## src/rtl/dmem_arb_pkg.sv

```systemverilog
// Shared constants for the data-memory arbiter.
// Owner encoding, default burst bound and starve counter width.
package dmem_arb_pkg;

  localparam logic [1:0] OWN_NONE = 2'd0;
  localparam logic [1:0] OWN_M0   = 2'd1;
  localparam logic [1:0] OWN_M1   = 2'd2;

  localparam int MAX_BURST_DEF = 4;
  localparam int STARVE_W      = 8;

endpackage

```

## src/rtl/dmem_arb_stats.sv

```systemverilog
// Grant and conflict counters for the data-memory arbiter.
// Built only when DMEM_ARB_STATS_EN is defined; counters wrap mod 2^32.
module dmem_arb_stats (
  input  logic        clk,
  input  logic        rst_n,
  input  logic        i_m0_gnt,
  input  logic        i_m1_gnt,
  input  logic        i_conflict,
  output logic [31:0] o_m0_grants,
  output logic [31:0] o_m1_grants,
  output logic [31:0] o_conflicts
);

  logic [31:0] r_m0_grants;
  logic [31:0] r_m1_grants;
  logic [31:0] r_conflicts;

  // Count grants per master and cycles with both masters requesting.
  always_ff @(posedge clk or negedge rst_n) begin
    if (!rst_n) begin
      r_m0_grants <= '0;
      r_m1_grants <= '0;
      r_conflicts <= '0;
    end else begin
      if (i_m0_gnt)   r_m0_grants <= r_m0_grants + 32'd1;
      if (i_m1_gnt)   r_m1_grants <= r_m1_grants + 32'd1;
      if (i_conflict) r_conflicts <= r_conflicts + 32'd1;
    end
  end

  assign o_m0_grants = r_m0_grants;
  assign o_m1_grants = r_m1_grants;
  assign o_conflicts = r_conflicts;

endmodule

```

## src/rtl/dmem_arbiter.sv

```systemverilog
// Two-master arbiter for the data memory port: core (m0) has priority,
// debug (m1) wins after MAX_BURST stalls. Stats via DMEM_ARB_STATS_EN.
module dmem_arbiter
  import dmem_arb_pkg::*;
#(
  parameter int ADDR_W    = 32,
  parameter int DATA_W    = 32,
  parameter int MAX_BURST = MAX_BURST_DEF
) (
  input  logic              clk,
  input  logic              rst_n,
  input  logic              m0_req,
  input  logic              m0_we,
  input  logic [ADDR_W-1:0] m0_addr,
  input  logic [DATA_W-1:0] m0_wdata,
  output logic              m0_gnt,
  output logic              m0_rvalid,
  output logic [DATA_W-1:0] m0_rdata,
  input  logic              m1_req,
  input  logic              m1_we,
  input  logic [ADDR_W-1:0] m1_addr,
  input  logic [DATA_W-1:0] m1_wdata,
  output logic              m1_gnt,
  output logic              m1_rvalid,
  output logic [DATA_W-1:0] m1_rdata,
  output logic              mem_ce,
  output logic              mem_we,
  output logic [ADDR_W-1:0] mem_addr,
  output logic [DATA_W-1:0] mem_wdata,
  input  logic [DATA_W-1:0] mem_rdata
`ifdef DMEM_ARB_STATS_EN
  ,
  output logic [31:0]       stat_m0_grants,
  output logic [31:0]       stat_m1_grants,
  output logic [31:0]       stat_conflicts
`endif
);

  logic [STARVE_W-1:0] r_starve;
  logic [STARVE_W-1:0] w_starve_nxt;
  logic                w_sat;
  logic [1:0]          w_own;

  logic              r_m0_rvalid;
  logic [DATA_W-1:0] r_m0_rdata;
  logic              r_m1_rvalid;
  logic [DATA_W-1:0] r_m1_rdata;

  assign w_sat = (r_starve == STARVE_W'(MAX_BURST));

  // Pick the owner; reset blocks every grant immediately.
  always_comb begin
    w_own = OWN_NONE;
    if (rst_n) begin
      unique case (1'b1)
        (m0_req && m1_req): w_own = w_sat ? OWN_M1 : OWN_M0;
        (m0_req && !m1_req): w_own = OWN_M0;
        (!m0_req && m1_req): w_own = OWN_M1;
        default: w_own = OWN_NONE;
      endcase
    end
  end

  assign m0_gnt = (w_own == OWN_M0);
  assign m1_gnt = (w_own == OWN_M1);
  assign mem_ce = m0_gnt | m1_gnt;

  // Route the granted master onto the memory port, zero when idle.
  always_comb begin
    mem_we    = 1'b0;
    mem_addr  = '0;
    mem_wdata = '0;
    unique case (w_own)
      OWN_M0: begin
        mem_we    = m0_we;
        mem_addr  = m0_addr;
        mem_wdata = m0_wdata;
      end
      OWN_M1: begin
        mem_we    = m1_we;
        mem_addr  = m1_addr;
        mem_wdata = m1_wdata;
      end
      default: ;
    endcase
  end

  // Count m0 wins while m1 waits, saturating at the burst bound.
  always_comb begin
    w_starve_nxt = r_starve;
    if (m1_gnt || !m1_req)
      w_starve_nxt = '0;
    else if (m0_gnt && !w_sat)
      w_starve_nxt = r_starve + STARVE_W'(1);
  end

  // Starvation counter register.
  always_ff @(posedge clk or negedge rst_n) begin
    if (!rst_n) r_starve <= '0;
    else        r_starve <= w_starve_nxt;
  end

  // Capture read data at the end of a read grant; pulse rvalid.
  always_ff @(posedge clk or negedge rst_n) begin
    if (!rst_n) begin
      r_m0_rvalid <= 1'b0;
      r_m0_rdata  <= '0;
      r_m1_rvalid <= 1'b0;
      r_m1_rdata  <= '0;
    end else begin
      r_m0_rvalid <= m0_gnt & ~m0_we;
      r_m1_rvalid <= m1_gnt & ~m1_we;
      if (m0_gnt && !m0_we) r_m0_rdata <= mem_rdata;
      if (m1_gnt && !m1_we) r_m1_rdata <= mem_rdata;
    end
  end

  assign m0_rvalid = r_m0_rvalid;
  assign m0_rdata  = r_m0_rdata;
  assign m1_rvalid = r_m1_rvalid;
  assign m1_rdata  = r_m1_rdata;

`ifdef DMEM_ARB_STATS_EN
  logic w_conflict;
  assign w_conflict = m0_req & m1_req;

  dmem_arb_stats u_stats (
    .clk         (clk),
    .rst_n       (rst_n),
    .i_m0_gnt    (m0_gnt),
    .i_m1_gnt    (m1_gnt),
    .i_conflict  (w_conflict),
    .o_m0_grants (stat_m0_grants),
    .o_m1_grants (stat_m1_grants),
    .o_conflicts (stat_conflicts)
  );
`endif

endmodule
```

## config.mk

```make
export PLATFORM = sky130hd
export DESIGN_NAME = dmem_arbiter
export DESIGN_NICKNAME = d
export VERILOG_FILES = /design/src/rtl/dmem_arb_pkg.sv /design/src/rtl/dmem_arb_stats.sv /design/src/rtl/dmem_arbiter.sv
export SDC_FILE = /design/constraint.sdc
export NUM_CORES = 1
export LEC_CHECK = 0
export CORE_ASPECT_RATIO = 0.6
export CORE_UTILIZATION = 35
export CTS_BUF_LIST = sky130_fd_sc_hd__clkbuf_8
export DETAILED_ROUTE_END_ITERATION = 10
export PLACE_DENSITY = 0.95
export REMOVE_ABC_BUFFERS = 1
export SLEW_MARGIN = 30
export SYNTH_ARGS = -nofsm -noshare
export SYNTH_HDL_FRONTEND = slang
export SYNTH_SLANG_ARGS = --single-unit
```

## constraint.sdc

```tcl
create_clock -name clk -period 3.1 [get_ports clk]
set_input_delay 0.31 -clock clk [delete_from_list [all_inputs] [get_ports clk]]
set_output_delay 0.31 -clock clk [all_outputs]
set_load 0.01 [all_outputs]
```

==> metrics.txt <==
synthesized cell area=0.00384 mm²; Synth Area in Simple Gates=11.8%; layout cells sized above 1=10.8%; DRC viols=0; Avg WL per Cell=21.5 µm; Seq cells post-synth=74; number of synthesized flops with an enable pin=0; Max clock buf depth=2; H-tree depth=3; global-route usage over all layers=28.4%; clk sinks=74; final hold viol count=0; Core ar.=0.0106 mm²; Hold Path Class=primary input to async pin; Worst Max-Slew Pin Slew=0.728 ns; area leader, netlist=dfrtp_1; Overflow after GRT=0; Async S/R FF share, synth=100%; crit end category=primary output; total wire length=17,300 µm; Final Cycle Share=96.3%; Worst path max stage delay=0.36 ns; Yosys cell types=34; Peak VDD IR=373 µV; critical path peak fanout=13; power per standard cell area=425 mW/mm²; top cell type's share of synthesized area=48.2%; syn_area_per_cell=10.8 µm²; CTS tree=done; I/O Buffers=299; P&R area growth vs syn=101%; Reg clk slew, reported paths=0.08 ns; CTS Buf Count=9; Worst Path Arrival=2.67 ns; Post-Layout Cell Count=804; endpoints failing setup=0; clk_lat worst skew=0.34 ns; Final Core Density=72.6%; cell count after synthesis=355; Vias/cell=5.24; register area share after synthesis=48.2%; Slowest-stage cell, CP=dfrtp_1; pin count of the biggest net entering global routing=81; clk_skew=0.00830 ns; placed insts=773; initial antenna violation count=1; P_leak=3.91 nW; Slew HR=51.5%; total power=0.00328 W; pins over their slew limit=0; largest family of logic cells by synthesized area=multiplexers; I/O pin count=300; Die Wd=137 µm; commonest cells in the netlist=dfrtp_1 (74), nor2_1 (67), a22oi_1 (65), mux2_1 (64), buf_1 (10); largest cells by area after synthesis=dfrtp_1 (48%), mux2_1 (19%), a22oi_1 (13%), nor2_1 (6.5%), ha_1 (1.6%); routed vias=4,212; CTS root buffer=clkbuf_8; row count=29; first-pass GRT wire length=24,000 µm; critical path required time=2.79 ns; post-detail-place hpwl=12,300 µm; crit path cell chain=inv_1 -> ha_1 -> and4b_1 -> and3_1 -> o21a_2 -> ha_4 -> clkbuf_16 -> a22oi_2 -> nor2_1 -> dlygate4sd2_1; DR pass1 iterations=5; most common cell in the synthesized netlist=dfrtp_1; gpl congestion=0.849; Die ar.=0.0114 mm²; type of the worst setup path=register to primary output; post-synthesis adder-cell area fraction=1.63%; achievable frequency=335 MHz; starting density of the core=36.2%; mux share of post-synthesis cell area=19.8%; outcome=complete, no violations; fraction of the mapped netlist area in compound gates=14.4%; Final TNS setup=0 ns; Final nets=831; Synth Area in XOR/XNOR=0%; Critical Path Source Type=register; Routed Antenna Nets=0; Initial DRC Count=216; min cycle time layout=2.98 ns; DIE HEIGHT=83.2 µm; vias in the first global route=4,329; Max Cap Violations=0; YS warnings=0; ys flop type=dfrtp_1
[final cells by class]
cell class,instances,area [µm²]
Tap cell,139,174
Fill cell,707,2920
Sequential cell,74,1850
Inverter,5,18.8
Antenna cell,1,2.50
Multi-Input combinational cell,246,1980
Clock inverter,5,55.1
Clock buffer,10,138
Timing Repair Buffer,324,3490
[logic make-up (layout without fill, tap and decap cells)]
| logic type | count (synthesis) | count (layout) |
|---|---|---|
| adder cells (fa/ha/maj) | 5 | 5 |
| AO/OA/AOI/OAI | 74 | 74 |
| flip-flops | 74 | 74 |
| other | 0 | 1 |
| AND/OR/NAND/NOR | 99 | 99 |
| buffers and inverters | 35 | 344 |
| multiplexers | 68 | 68 |
[path summary, 6_finish.rpt]
path | to | cells after the start | slack [ns] | start
max in group asynchronous | m1_rdata[6]$_DFFE_PN0P_ | 3 | 1.83 | rst_n
worst min register to register | m1_rdata[14]$_DFFE_PN0P_ | 1 | 0.49 | m1_rdata[14]$_DFFE_PN0P_
worst max register to register | m0_rdata[6]$_DFFE_PN0P_ | 10 | 0.72 | r_starve[0]$_DFFE_PN0P_
min in group clk | m1_rdata[14]$_DFFE_PN0P_ | 1 | 0.49 | m1_rdata[14]$_DFFE_PN0P_
worst max-delay path | mem_wdata[23] | 10 | 0.12 | r_starve[0]$_DFFE_PN0P_
worst min-delay path | m0_rdata[0]$_DFFE_PN0P_ | 2 | 0.35 | rst_n
[layer usage]
layer  share of wire (%)  track usage (%)
met2                  53             52.8
met1                  37             30.2
met5               0.075                0
met4                 3.7             11.9
met3                 6.5             6.90
[per-stage QoR]
stage	area, µm²	worst slack (ns)	hold WS (ns)
after floorplan	3700	-1.04	0.0144
after global placement	7030	0.115	0.120
after detailed placement	7030	0.0620	0.121
after CTS	7430	-0.0851	0.326
after global routing	7710	-0.0241	0.328
final	7710	0.116	0.355
[state kept, by name, indices dropped and copies added (netlist names)]
name       count
m0_rdata      32
m1_rvalid      1
m1_rdata      32
r_starve       8
m0_rvalid      1
[critical path, delay by kind of cell (launching register included)]
kind / cells / cell delay [ns]
adders and majority gates: 2 / 0.39
AOI/OAI and AO/OA: 2 / 0.55
buffers and inverters: 3 / 0.55
and+or+nand+nor: 3 / 0.48
DFF: 1 / 0.36
[cells in the final DEF, fill, tap and decap left out, drive strengths merged, types with 2 or more instances in the layout]
| cell type | Yosys | final |
|---|---|---|
| nor2b | 3 | 3 |
| nand2 | 7 | 7 |
| dfrtp | 74 | 74 |
| nor4 | 3 | 3 |
| dlymetal6s2s | 0 | 49 |
| nand3b | 2 | 2 |
| a22oi | 65 | 65 |
| ha | 5 | 5 |
| mux2i | 4 | 4 |
| inv | 5 | 5 |
| nor2 | 67 | 67 |
| clkinv | 0 | 2 |
| clkinvlp | 0 | 2 |
| clkdlybuf4s50 | 0 | 232 |
| buf | 21 | 22 |
| dlygate4sd2 | 0 | 17 |
| a21boi | 2 | 2 |
| o21a | 3 | 3 |
| o21ai | 2 | 2 |
| clkbuf | 9 | 13 |
| nand3 | 2 | 2 |
| mux2 | 64 | 64 |
| and3 | 2 | 2 |
| nand2b | 5 | 5 |
[report_power, final]
| part | internal (W) | total [W] | switching [W] |
|---|---|---|---|
| combinational | 0.000770 | 0.00125 | 0.000481 |
| clock | 0.000386 | 0.000743 | 0.000356 |
| sequential | 0.00117 | 0.00129 | 0.000118 |
| total | 0.00233 | 0.00328 | 0.000956 |
[repair_timing]
| item | 4_1_cts | 5_1_grt |
|---|---|---|
| pin swaps | 2 | 4 |
| gates cloned | 2 | 3 |
| hold buffers | 1 | 0 |
| hold endpoints to repair | 2 | 0 |
| setup endpoints to repair | 65 | 54 |
| resized for setup | 43 | 54 |
| buffers inserted | 3 | 6 |
Note: power is estimated with default switching activity, not from simulation.
